--- src/rtl/mem_ctrl_pkg.sv ---
// Shared definitions for the load/store controller: access-size encodings,
// bus widths and the latched request context.
package mem_ctrl_pkg;

    localparam int unsigned ADDR_W = 32;
    localparam int unsigned DATA_W = 32;
    localparam int unsigned SIZ_W  = 3;

    localparam logic [SIZ_W-1:0] MEM_BYTE = 3'b000;
    localparam logic [SIZ_W-1:0] MEM_HALF = 3'b001;
    localparam logic [SIZ_W-1:0] MEM_WORD = 3'b010;
    localparam logic [SIZ_W-1:0] MEM_BU   = 3'b100;
    localparam logic [SIZ_W-1:0] MEM_HU   = 3'b101;

    // Context kept for the response phase; address/data live in the ram_* registers.
    typedef struct packed {
        logic             we;
        logic [SIZ_W-1:0] siz;
        logic [1:0]       addr_lo;
    } req_ctx_t;

    // Number of bytes touched by an access; 0 marks an unknown size code.
    function automatic logic [2:0] size_bytes(input logic [SIZ_W-1:0] siz);
        case (siz)
            MEM_BYTE, MEM_BU: return 3'd1;
            MEM_HALF, MEM_HU: return 3'd2;
            MEM_WORD:         return 3'd4;
            default:          return 3'd0;
        endcase
    endfunction

endpackage

--- src/rtl/mem_extend.sv ---
// Picks the addressed byte/half out of a RAM word and sign- or zero-extends it.
module mem_extend
    import mem_ctrl_pkg::*;
(
    input  logic [SIZ_W-1:0]  siz,
    input  logic [1:0]        addr,
    input  logic [DATA_W-1:0] word,
    output logic [DATA_W-1:0] result_c
);

    logic [7:0]  sel_byte;
    logic [15:0] sel_half;

    always_comb begin
        sel_byte = word[{addr, 3'b000} +: 8];
        sel_half = addr[1] ? word[31:16] : word[15:0];
        result_c = word;
        case (siz)
            MEM_BYTE: result_c = {{24{sel_byte[7]}}, sel_byte};
            MEM_BU:   result_c = {24'd0, sel_byte};
            MEM_HALF: result_c = {{16{sel_half[15]}}, sel_half};
            MEM_HU:   result_c = {16'd0, sel_half};
            default:  result_c = word;
        endcase
    end

endmodule

--- src/rtl/mem_ctrl.sv ---
// Load/store controller between the MEM stage and the byte-addressed data RAM:
// one access at a time, fault checking, RAM handshake and extended load response.
module mem_ctrl
    import mem_ctrl_pkg::*;
#(
    parameter int unsigned MEM_SIZE = 4096,
    parameter int unsigned TIMEOUT  = 16
) (
    input  logic              clk,
    input  logic              rst,
    input  logic              req_valid,
    output logic              req_ready,
    input  logic              req_we,
    input  logic [SIZ_W-1:0]  req_siz,
    input  logic [ADDR_W-1:0] req_addr,
    input  logic [DATA_W-1:0] req_wdata,
    output logic              resp_valid,
    output logic [DATA_W-1:0] resp_rdata,
    output logic              resp_err,
    output logic              stall,
    output logic              ram_start,
    output logic [ADDR_W-1:0] ram_adr,
    output logic              ram_load,
    output logic [DATA_W-1:0] ram_in,
    output logic [SIZ_W-1:0]  ram_siz,
    input  logic [DATA_W-1:0] ram_out,
    input  logic              ram_busy,
    input  logic              ram_done
);

    localparam int unsigned CNT_W = $clog2(TIMEOUT + 1);

    typedef enum logic [1:0] {
        ST_IDLE,
        ST_ISSUE,
        ST_WAIT,
        ST_RESP
    } state_t;

    state_t            state, state_nxt;
    req_ctx_t          ctx, ctx_nxt;
    logic [CNT_W-1:0]  cnt, cnt_nxt;

    logic              req_ready_nxt, resp_valid_nxt, resp_err_nxt, stall_nxt;
    logic [DATA_W-1:0] resp_rdata_nxt;
    logic              ram_start_nxt, ram_load_nxt;
    logic [ADDR_W-1:0] ram_adr_nxt;
    logic [DATA_W-1:0] ram_in_nxt;
    logic [SIZ_W-1:0]  ram_siz_nxt;

    logic [2:0]        nbytes_c;
    logic [ADDR_W:0]   end_addr_c;
    logic              misalign_c, fault_c;
    logic [DATA_W-1:0] load_data_c;

    mem_extend u_extend (
        .siz      (ctx.siz),
        .addr     (ctx.addr_lo),
        .word     (ram_out),
        .result_c (load_data_c)
    );

    // Fault classification of the request currently offered on the port.
    always_comb begin
        nbytes_c   = size_bytes(req_siz);
        end_addr_c = {1'b0, req_addr} + (ADDR_W + 1)'(nbytes_c);
        misalign_c = (((req_siz == MEM_HALF) || (req_siz == MEM_HU)) && req_addr[0])
                   || ((req_siz == MEM_WORD) && (req_addr[1:0] != 2'b00));
        fault_c    = (nbytes_c == 3'd0)
                   || (end_addr_c > (ADDR_W + 1)'(MEM_SIZE))
                   || misalign_c
                   || (req_we && ((req_siz == MEM_BU) || (req_siz == MEM_HU)));
    end

    // Next state and next registered outputs.
    always_comb begin
        state_nxt      = state;
        ctx_nxt        = ctx;
        cnt_nxt        = cnt;
        req_ready_nxt  = 1'b0;
        resp_valid_nxt = 1'b0;
        resp_rdata_nxt = '0;
        resp_err_nxt   = 1'b0;
        stall_nxt      = 1'b0;
        ram_start_nxt  = 1'b0;
        ram_adr_nxt    = ram_adr;
        ram_load_nxt   = ram_load;
        ram_in_nxt     = ram_in;
        ram_siz_nxt    = ram_siz;

        case (state)
            ST_IDLE: begin
                req_ready_nxt = 1'b1;
                if (req_valid) begin
                    req_ready_nxt = 1'b0;
                    stall_nxt     = 1'b1;
                    ctx_nxt       = '{we: req_we, siz: req_siz, addr_lo: req_addr[1:0]};
                    if (fault_c) begin
                        state_nxt      = ST_RESP;
                        resp_valid_nxt = 1'b1;
                        resp_err_nxt   = 1'b1;
                    end else begin
                        state_nxt     = ST_ISSUE;
                        ram_start_nxt = 1'b1;
                        ram_load_nxt  = req_we;
                        ram_in_nxt    = req_wdata;
                        ram_adr_nxt   = req_we ? req_addr : {req_addr[ADDR_W-1:2], 2'b00};
                        ram_siz_nxt   = req_we ? req_siz : MEM_WORD;
                    end
                end
            end
            ST_ISSUE: begin
                state_nxt = ST_WAIT;
                stall_nxt = 1'b1;
                cnt_nxt   = '0;
            end
            ST_WAIT: begin
                stall_nxt = 1'b1;
                if (ram_done && !ram_busy) begin
                    state_nxt      = ST_RESP;
                    resp_valid_nxt = 1'b1;
                    resp_rdata_nxt = ctx.we ? '0 : load_data_c;
                end else if (cnt == CNT_W'(TIMEOUT - 1)) begin
                    state_nxt      = ST_RESP;
                    resp_valid_nxt = 1'b1;
                    resp_err_nxt   = 1'b1;
                end else begin
                    cnt_nxt = cnt + CNT_W'(1);
                end
            end
            ST_RESP: begin
                state_nxt     = ST_IDLE;
                req_ready_nxt = 1'b1;
            end
            default: begin
                state_nxt     = ST_IDLE;
                req_ready_nxt = 1'b1;
            end
        endcase
    end

    // State and output registers; reset abandons any outstanding access.
    always_ff @(posedge clk) begin
        if (rst) begin
            state      <= ST_IDLE;
            ctx        <= '0;
            cnt        <= '0;
            req_ready  <= 1'b1;
            resp_valid <= 1'b0;
            resp_rdata <= '0;
            resp_err   <= 1'b0;
            stall      <= 1'b0;
            ram_start  <= 1'b0;
            ram_adr    <= '0;
            ram_load   <= 1'b0;
            ram_in     <= '0;
            ram_siz    <= '0;
        end else begin
            state      <= state_nxt;
            ctx        <= ctx_nxt;
            cnt        <= cnt_nxt;
            req_ready  <= req_ready_nxt;
            resp_valid <= resp_valid_nxt;
            resp_rdata <= resp_rdata_nxt;
            resp_err   <= resp_err_nxt;
            stall      <= stall_nxt;
            ram_start  <= ram_start_nxt;
            ram_adr    <= ram_adr_nxt;
            ram_load   <= ram_load_nxt;
            ram_in     <= ram_in_nxt;
            ram_siz    <= ram_siz_nxt;
        end
    end

endmodule

--- config.mk ---
export PLATFORM = sky130hd
export DESIGN_NAME = mem_ctrl
export DESIGN_NICKNAME = d
export VERILOG_FILES = /design/src/rtl/mem_ctrl_pkg.sv /design/src/rtl/mem_extend.sv /design/src/rtl/mem_ctrl.sv
export SDC_FILE = /design/constraint.sdc
export NUM_CORES = 1
export LEC_CHECK = 0
export BUFFER_PORTS_ARGS = -buffer_cell sky130_fd_sc_hd__buf_2
export CAP_MARGIN = 20
export CORE_AREA = 2 2 185 96
export CTS_CLUSTER_DIAMETER = 40
export DETAILED_ROUTE_END_ITERATION = 7
export DIE_AREA = 0 0 187 98
export PLACE_DENSITY = 0.64
export SLEW_MARGIN = 25
export SYNTH_ARGS = -nofsm -noshare
export SYNTH_HDL_FRONTEND = slang
export SYNTH_HIERARCHICAL = 1
export SYNTH_SLANG_ARGS = --single-unit
export TNS_END_PERCENT = 30
--- constraint.sdc ---
create_clock -name clk -period 4 [get_ports clk]
set_clock_uncertainty 0.2 [all_clocks]
set_input_delay 0.2 -clock clk [delete_from_list [all_inputs] [get_ports clk]]
set_output_delay 0.2 -clock clk [all_outputs]
set_load 0.05 [all_outputs]
# Word level (Yosys, flattened, before mapping)
# Index checks and enable logic that the tools add are counted.
[classes]
bitwise_logic = 5
div = 0
addsub = 2
shifts = 1
eq_ne = 15
muxes = 25
mul = 0
reduce_logical = 26
magnitude_cmp = 1
[op_table]
columns = ["op", "n"]
rows = [
  ["$pmux W32 S4", 1],
  ["$add A32 B3 Y33", 1],
  ["$gt A33 B13 Y1 const B", 1],
  ["$shiftx A32 B6 Y8", 1],
  ["$mux W16", 1],
  ["$eq A3 B3 Y1 const B", 4],
  ["$mux W2", 5],
  ["$mux W5", 2],
  ["$pmux W5 S2", 1],
  ["$logic_not A3 Y1", 3],
  ["$pmux W3 S3", 1],
  ["$mux W1", 8],
  ["$pmux W1 S2", 4],
  ["$pmux W2 S4", 1],
  ["$eq A3 B1 Y1 const B", 2],
  ["$logic_or A1 B1 Y1", 6],
  ["$ne A2 B2 Y1 const B", 3],
  ["$reduce_and A3 Y1", 2],
  ["$reduce_or A2 Y1", 3],
  ["$add A5 B1 Y5 const B", 1],
  ["$eq A5 B4 Y1 const B", 1],
  ["$not A1 Y1", 5],
  ["$eq A2 B2 Y1 const B", 2],
  ["$logic_and A1 B1 Y1", 4],
  ["other kinds (10)", 12],
]
[word_totals]
ram_bits = 0
n_memories = 0
reg_bits = 118
latch_bits = 0
elab_cells = 90
inputBits = 105
romBits = 0

# Longest topological paths before layout
[depth]
depth_word = 11
depth_mapped = 15

# By module
# Netlist, hierarchy kept.
[modules_own_cells]
columns = ["module", "seq_area_each_um2", "area_each_um2", "n_inst", "cells_each"]
rows = [
  ["mem_ctrl", 2362.3, 5191.2, 1, 579],
  ["mem_extend", 0.0, 720.7, 1, 111],
]

# Worst setup path after synthesis
# OpenSTA, ideal clock, no wires.
[synth_path]
path_kind = "input to register"
from = "in req_siz[0]"
to = "reg ram_adr[2]"
stages = 14
t_required_ns = 3.668
arrival_time_ns = 2.904
setup_time_ns = 0.132
setup_slack_ns = 0.764
n_path_buf = 2
cell_sequence = "nor2_1 > ha_1 > inv_1 > fa_1 > nand2b_1 > a21oi_2 > a32oi_1 > a2111oi_0 > a31oi_1 > or3_1 > buf_2 > buf_2 > o31ai_1 > a21oi_1"
[synth_between]
elab_chain_cells = 10
elab_cells_between_ends = 22
cone_classes = "add/sub (1); order compare (1); eq/ne (4); mux (1); bitwise (1); reduce/logical (14)"
[synth_rtl]
columns = ["item", "line_no", "text"]
rows = [
  ["start, declared", "mem_ctrl.sv:14", "input logic [SIZ_W-1:0] req_siz,"],
  ["$eq A3 B1 Y1, or another cell as far along", "mem_ctrl_pkg.sv:24, mem_ctrl.sv:67", ""],
  ["$reduce_or A2 Y1", "mem_ctrl_pkg.sv:24", "case (siz)"],
  ["$pmux W3 S3", "mem_ctrl_pkg.sv:24", ""],
  ["$add A32 B3 Y33", "mem_ctrl.sv:66", "end_addr_c = {1'b0, req_addr} + (ADDR_W + 1)'(nbytes_c);"],
  ["$gt A33 B13 Y1", "mem_ctrl.sv:70", "|| (end_addr_c > (ADDR_W + 1)'(MEM_SIZE))"],
  ["$logic_or A1 B1 Y1", "mem_ctrl.sv:70", ""],
  ["$logic_or A1 B1 Y1", "mem_ctrl.sv:71", "|| misalign_c"],
  ["$logic_or A1 B1 Y1 (*)", "mem_ctrl.sv:72", "|| (req_we && ((req_siz == MEM_BU) || (req_siz == MEM_HU)));"],
  ["$not A1 Y1 (no source line) (*)", "-", ""],
  ["$reduce_and A3 Y1 (no source line) (*)", "-", ""],
  ["end signal, assigned", "mem_ctrl.sv:168", "ram_adr <= ram_adr_nxt;"],
  ["end, declared", "mem_ctrl.sv:22", "output logic [ADDR_W-1:0] ram_adr,"],
]
# Every way passes the cells marked *; elsewhere a longest branch is shown, timed or not.
# A chain may end at the register's enable or synchronous reset.

# Final worst setup path
[layout_path]
from = "in req_siz[0]"
to = "reg ram_in[10]"
[layout_between]
elab_chain_cells = 10
elab_cells_between_ends = 22
cone_classes = "add/sub (1); order compare (1); eq/ne (4); mux (1); bitwise (1); reduce/logical (14)"
[layout_rtl]
columns = ["item", "line_no", "text"]
rows = [
  ["$eq A3 B1 Y1, or another cell as far along", "mem_ctrl_pkg.sv:24, mem_ctrl.sv:67", ""],
  ["$reduce_or A2 Y1", "mem_ctrl_pkg.sv:24", ""],
  ["$pmux W3 S3", "mem_ctrl_pkg.sv:24", ""],
  ["$add A32 B3 Y33", "mem_ctrl.sv:66", ""],
  ["$gt A33 B13 Y1", "mem_ctrl.sv:70", ""],
  ["$logic_or A1 B1 Y1", "mem_ctrl.sv:70", ""],
  ["$logic_or A1 B1 Y1", "mem_ctrl.sv:71", ""],
  ["$logic_or A1 B1 Y1 (*)", "mem_ctrl.sv:72", ""],
  ["$not A1 Y1 (no source line) (*)", "-", ""],
  ["$reduce_and A3 Y1 (no source line) (*)", "-", ""],
  ["end signal, assigned", "mem_ctrl.sv:170", "ram_in <= ram_in_nxt;"],
  ["end, declared", "mem_ctrl.sv:24", "output logic [DATA_W-1:0] ram_in,"],
]
# Marks and branches as above.

==> qor.txt <==
Die X = 187 µm
core area = 16890 µm²
Cell Pwr Density = 426.6 nW/µm²
RR Endpoint = resp_rdata[0]
Final nets = 1089
Buffers on Ports = 209
die area = 18330 µm²
worst-path maximum fanout = 30
Area after DPL = 7277 µm²
Crit-path slowest cell = dlygate4sd3_1
final setup violation count = 0
Synth top area share = 0.3996
initial core utilization = 0.3501
Clock Sinks = 118
leakage = 3.777 nW
layout overhead on the synthesized area = 47.66%
Largest stage delay, worst path = 0.53 ns
Pre-Repair DR Iteration Count = 5
Final Cell Area = 8730 µm²
hold depth = 4
Post-CTS Setup Inserts = 0
Worst setup SP type = input pin
R2R depth = 5
FF+latch count, synth = 118
Peak supply drop = 330.1 µV
initial antenna violation count = 0
Hold Startpoint = ram_out[28]
leading area contributor after synthesis = dfxtp_1
cts bufs inserted = 17
CP endpoint kind = register
Avg WL per Cell = 18.18 µm
worst hold slack = 0.02079 ns
Synth async-reset ratio = 0
DRC violations left = 0
Worst Setup Path Type = in2reg
clk_lat worst skew = 0.41 ns
Final Critical Period = 3.759 ns
Post-Syn Instances = 690
top_reg_cell synth = dfxtp_1
Post-Route WL = 22190 µm
Starting DRT DRC Count = 566
RSZ-0062 raised after global routing = false
Fill cells = 1557
layout cells sized above 1 = 0.2999
via count of the routed design = 6635
clock transition at the registers of the reported paths = 0.05 ns
ANT nets after route = 0
Pwr Total = 3.724 mW
Worst-Margin Slew = 0.8188 ns
first-pass GRT wire length = 34490 µm
number of flops mapped to enable cells by yosys = 0
Hold Crit Class = in2reg
gr usage total = 0.2366
Hold Path End = resp_rdata[28]
Worst EP arrival = 3.83 ns
Core Rows = 34
Remaining Overflow, GRT = 0
largest net degree at the start of global routing = 41
Hold Fails Final Rpt = 0
Final Max Tran Viols = 0
post-detail-place hpwl = 14750 µm
r2r startpoint = ctx[1]
Slew headroom = 0.4499
setup_tns = 0 ns
Seq/Total Area, Yosys = 0.3996
H-tree depth = 4
IO Count = 210
Root Driver = clkbuf_16
Final period util = 0.9399
crit path cell chain = dlygate4sd3_1 > buf_2 > nor2_1 > ha_1 > inv_1 > fa_1 > nand2b_1 > a21oi_2 > buf_4 > xnor2_1 > a31o_2 > nand3_1 > or3_4 > buf_12 > o31ai_1 > a21oi_1
required time of the critical path = 4.07 ns
synthesized area = 5912 µm²
maximum clock frequency = 0.2660 GHz
Net Count, Synth = 805
CTS tree = built
top cells by area, synth = dfxtp_1 40%, a21oi_1 6.5%, and2_1 6.0%
Post-Syn Area per Cell = 8.568 µm²
YS warnings = 6
R2R setup slack = 1.27 ns
Ant. Diodes = 0
GPL Wtd Cong = 0.9773
Die Span Y = 98 µm
Vias/cell = 5.434
outcome = finished clean
vias in the first global route = 6062
Unique masters post-synth = 66
Clock Path Buffers = 2
MaxCap Viol Count = 0
## placed cells by master, fill, tap and decap left out, types with 5 or more instances in the layout
| master | Yosys | layout |
|---|---|---|
| buf_2 | 14 | 209 |
| dfxtp_1 | 118 | 118 |
| dlygate4sd3_1 | 0 | 85 |
| a21oi_1 | 77 | 77 |
| nand4_1 | 57 | 57 |
| and2_1 | 57 | 56 |
| o31ai_1 | 46 | 46 |
| nand2_1 | 32 | 31 |
| inv_1 | 30 | 30 |
| nor2_1 | 23 | 23 |
| buf_4 | 0 | 23 |
| nand3_1 | 18 | 18 |
| clkbuf_16 | 0 | 17 |
| nor2b_1 | 12 | 12 |
| o21ai_0 | 12 | 12 |
| nor3_1 | 10 | 10 |
| and3_1 | 8 | 8 |
| xor2_1 | 8 | 8 |
| mux2i_1 | 8 | 8 |
| ha_1 | 9 | 8 |
| clkinv_2 | 0 | 7 |
| a211oi_1 | 6 | 6 |
| a221o_1 | 6 | 6 |
| nand2b_1 | 5 | 5 |
## critical path, delay by kind of cell
| kind | cells | cell delay (ns) |
|---|---|---|
| buffers and inverters | 5 | 1.15 |
| AND/OR/NAND/NOR | 4 | 1.00 |
| AO/OA/AOI/OAI | 4 | 0.69 |
| adder cells (fa/ha/maj) | 2 | 0.61 |
| XOR/XNOR | 1 | 0.13 |
## per-layer routing
layer	up-vias	GRT usage	routed length (µm)
met2	393	0.3220	8915
met4	0	0.04335	97
met3	20	0.06902	2365
li1	3131	-	-
met5	-	0	0
met1	3091	0.3641	10810
## sequential cells by signal, summed over array words and instances, names as in the netlist
register and cells:
ram_start 1, ctx 6, state 2, ram_siz 3, ram_adr 32, resp_rdata 32
ram_load 1, stall 1, ram_in 32, resp_valid 1, resp_err 1, cnt 5
req_ready 1
## how the worst max path moves through the flow
| stage | slack (ns) | cells past startpoint | startpoint | end |
|---|---|---|---|---|
| floorplan | 0.76 | 14 | req_siz[0] | ram_adr[2] |
| global placement | 0.11 | 13 | req_siz[1] | ram_in[5] |
| detailed placement | 0.21 | 13 | req_siz[1] | ram_in[5] |
| CTS | 0.06 | 14 | req_siz[1] | ram_in[7] |
| global route | 0.03 | 15 | req_siz[0] | ram_adr[11] |
| finish | 0.24 | 16 | req_siz[0] | ram_in[10] |
## through the flow
stage | worst slack [ns] | std cells | util
6_report | 0.2406 | 1221 | 0.5169
3_5_place_dp | 0.2116 | 1104 | 0.4309
2_1_floorplan | 0.7642 | 690 | -
4_1_cts | 0.06446 | 1221 | 0.5149
5_1_grt | 0.02545 | 1221 | 0.5169
3_3_place_gp | 0.1077 | 1104 | 0.4309
## Yosys cell counts, drive strengths merged, types with 5 or more instances
cell type  number
inv            30
nor2b          12
and3            8
nand2          33
nor3           12
a21oi          80
nand2b          5
o21ai          15
nor2           23
o31ai          46
a221o           6
buf            17
ha              9
and2           57
xor2            8
or3             5
dfxtp         118
mux2i           8
clkbuf         39
nand3          18
nand4          58
a211oi          7
## logic make-up (layout without fill, tap and decap cells)
| family | after synthesis | in the layout | share of synthesized area |
|---|---|---|---|
| adders and majority gates | 10 | 10 | 0.02243 |
| muxes | 13 | 13 | 0.02497 |
| xor gates and xnor gates | 12 | 12 | 0.01778 |
| buffers and inverters | 86 | 383 | 0.06138 |
| DFF | 118 | 118 | 0.3996 |
| AOI/OAI and AO/OA | 203 | 203 | 0.2351 |
| and+or+nand+nor | 248 | 248 | 0.2387 |
## final cells by class
| cell class | count | area, µm² | share of cell area |
|---|---|---|---|
| clock buffer | 22 | 464.2 | 0.05317 |
| tap | 234 | 292.8 | 0.03354 |
| inverter | 30 | 112.6 | 0.01290 |
| clock inverter | 10 | 103.9 | 0.01190 |
| timing repair buffer | 321 | 2150 | 0.2462 |
| sequential | 118 | 2362 | 0.2706 |
| multi-input combinational | 486 | 3244 | 0.3716 |
## report_power, final
group          total (mW)  internal, mW  switching (mW)
Combinational       0.952         0.344           0.607
Clock                1.49         0.943           0.551
Sequential           1.28          1.23          0.0517
Total                3.72          2.51            1.21
## what timing repair did
item,in CTS,in global routing
hold buffers,85,0
resized for setup,0,8
endpoints found under the hold margin,85,0
endpoints found under the setup margin,0,72
Power figures use the tool's default switching activity.
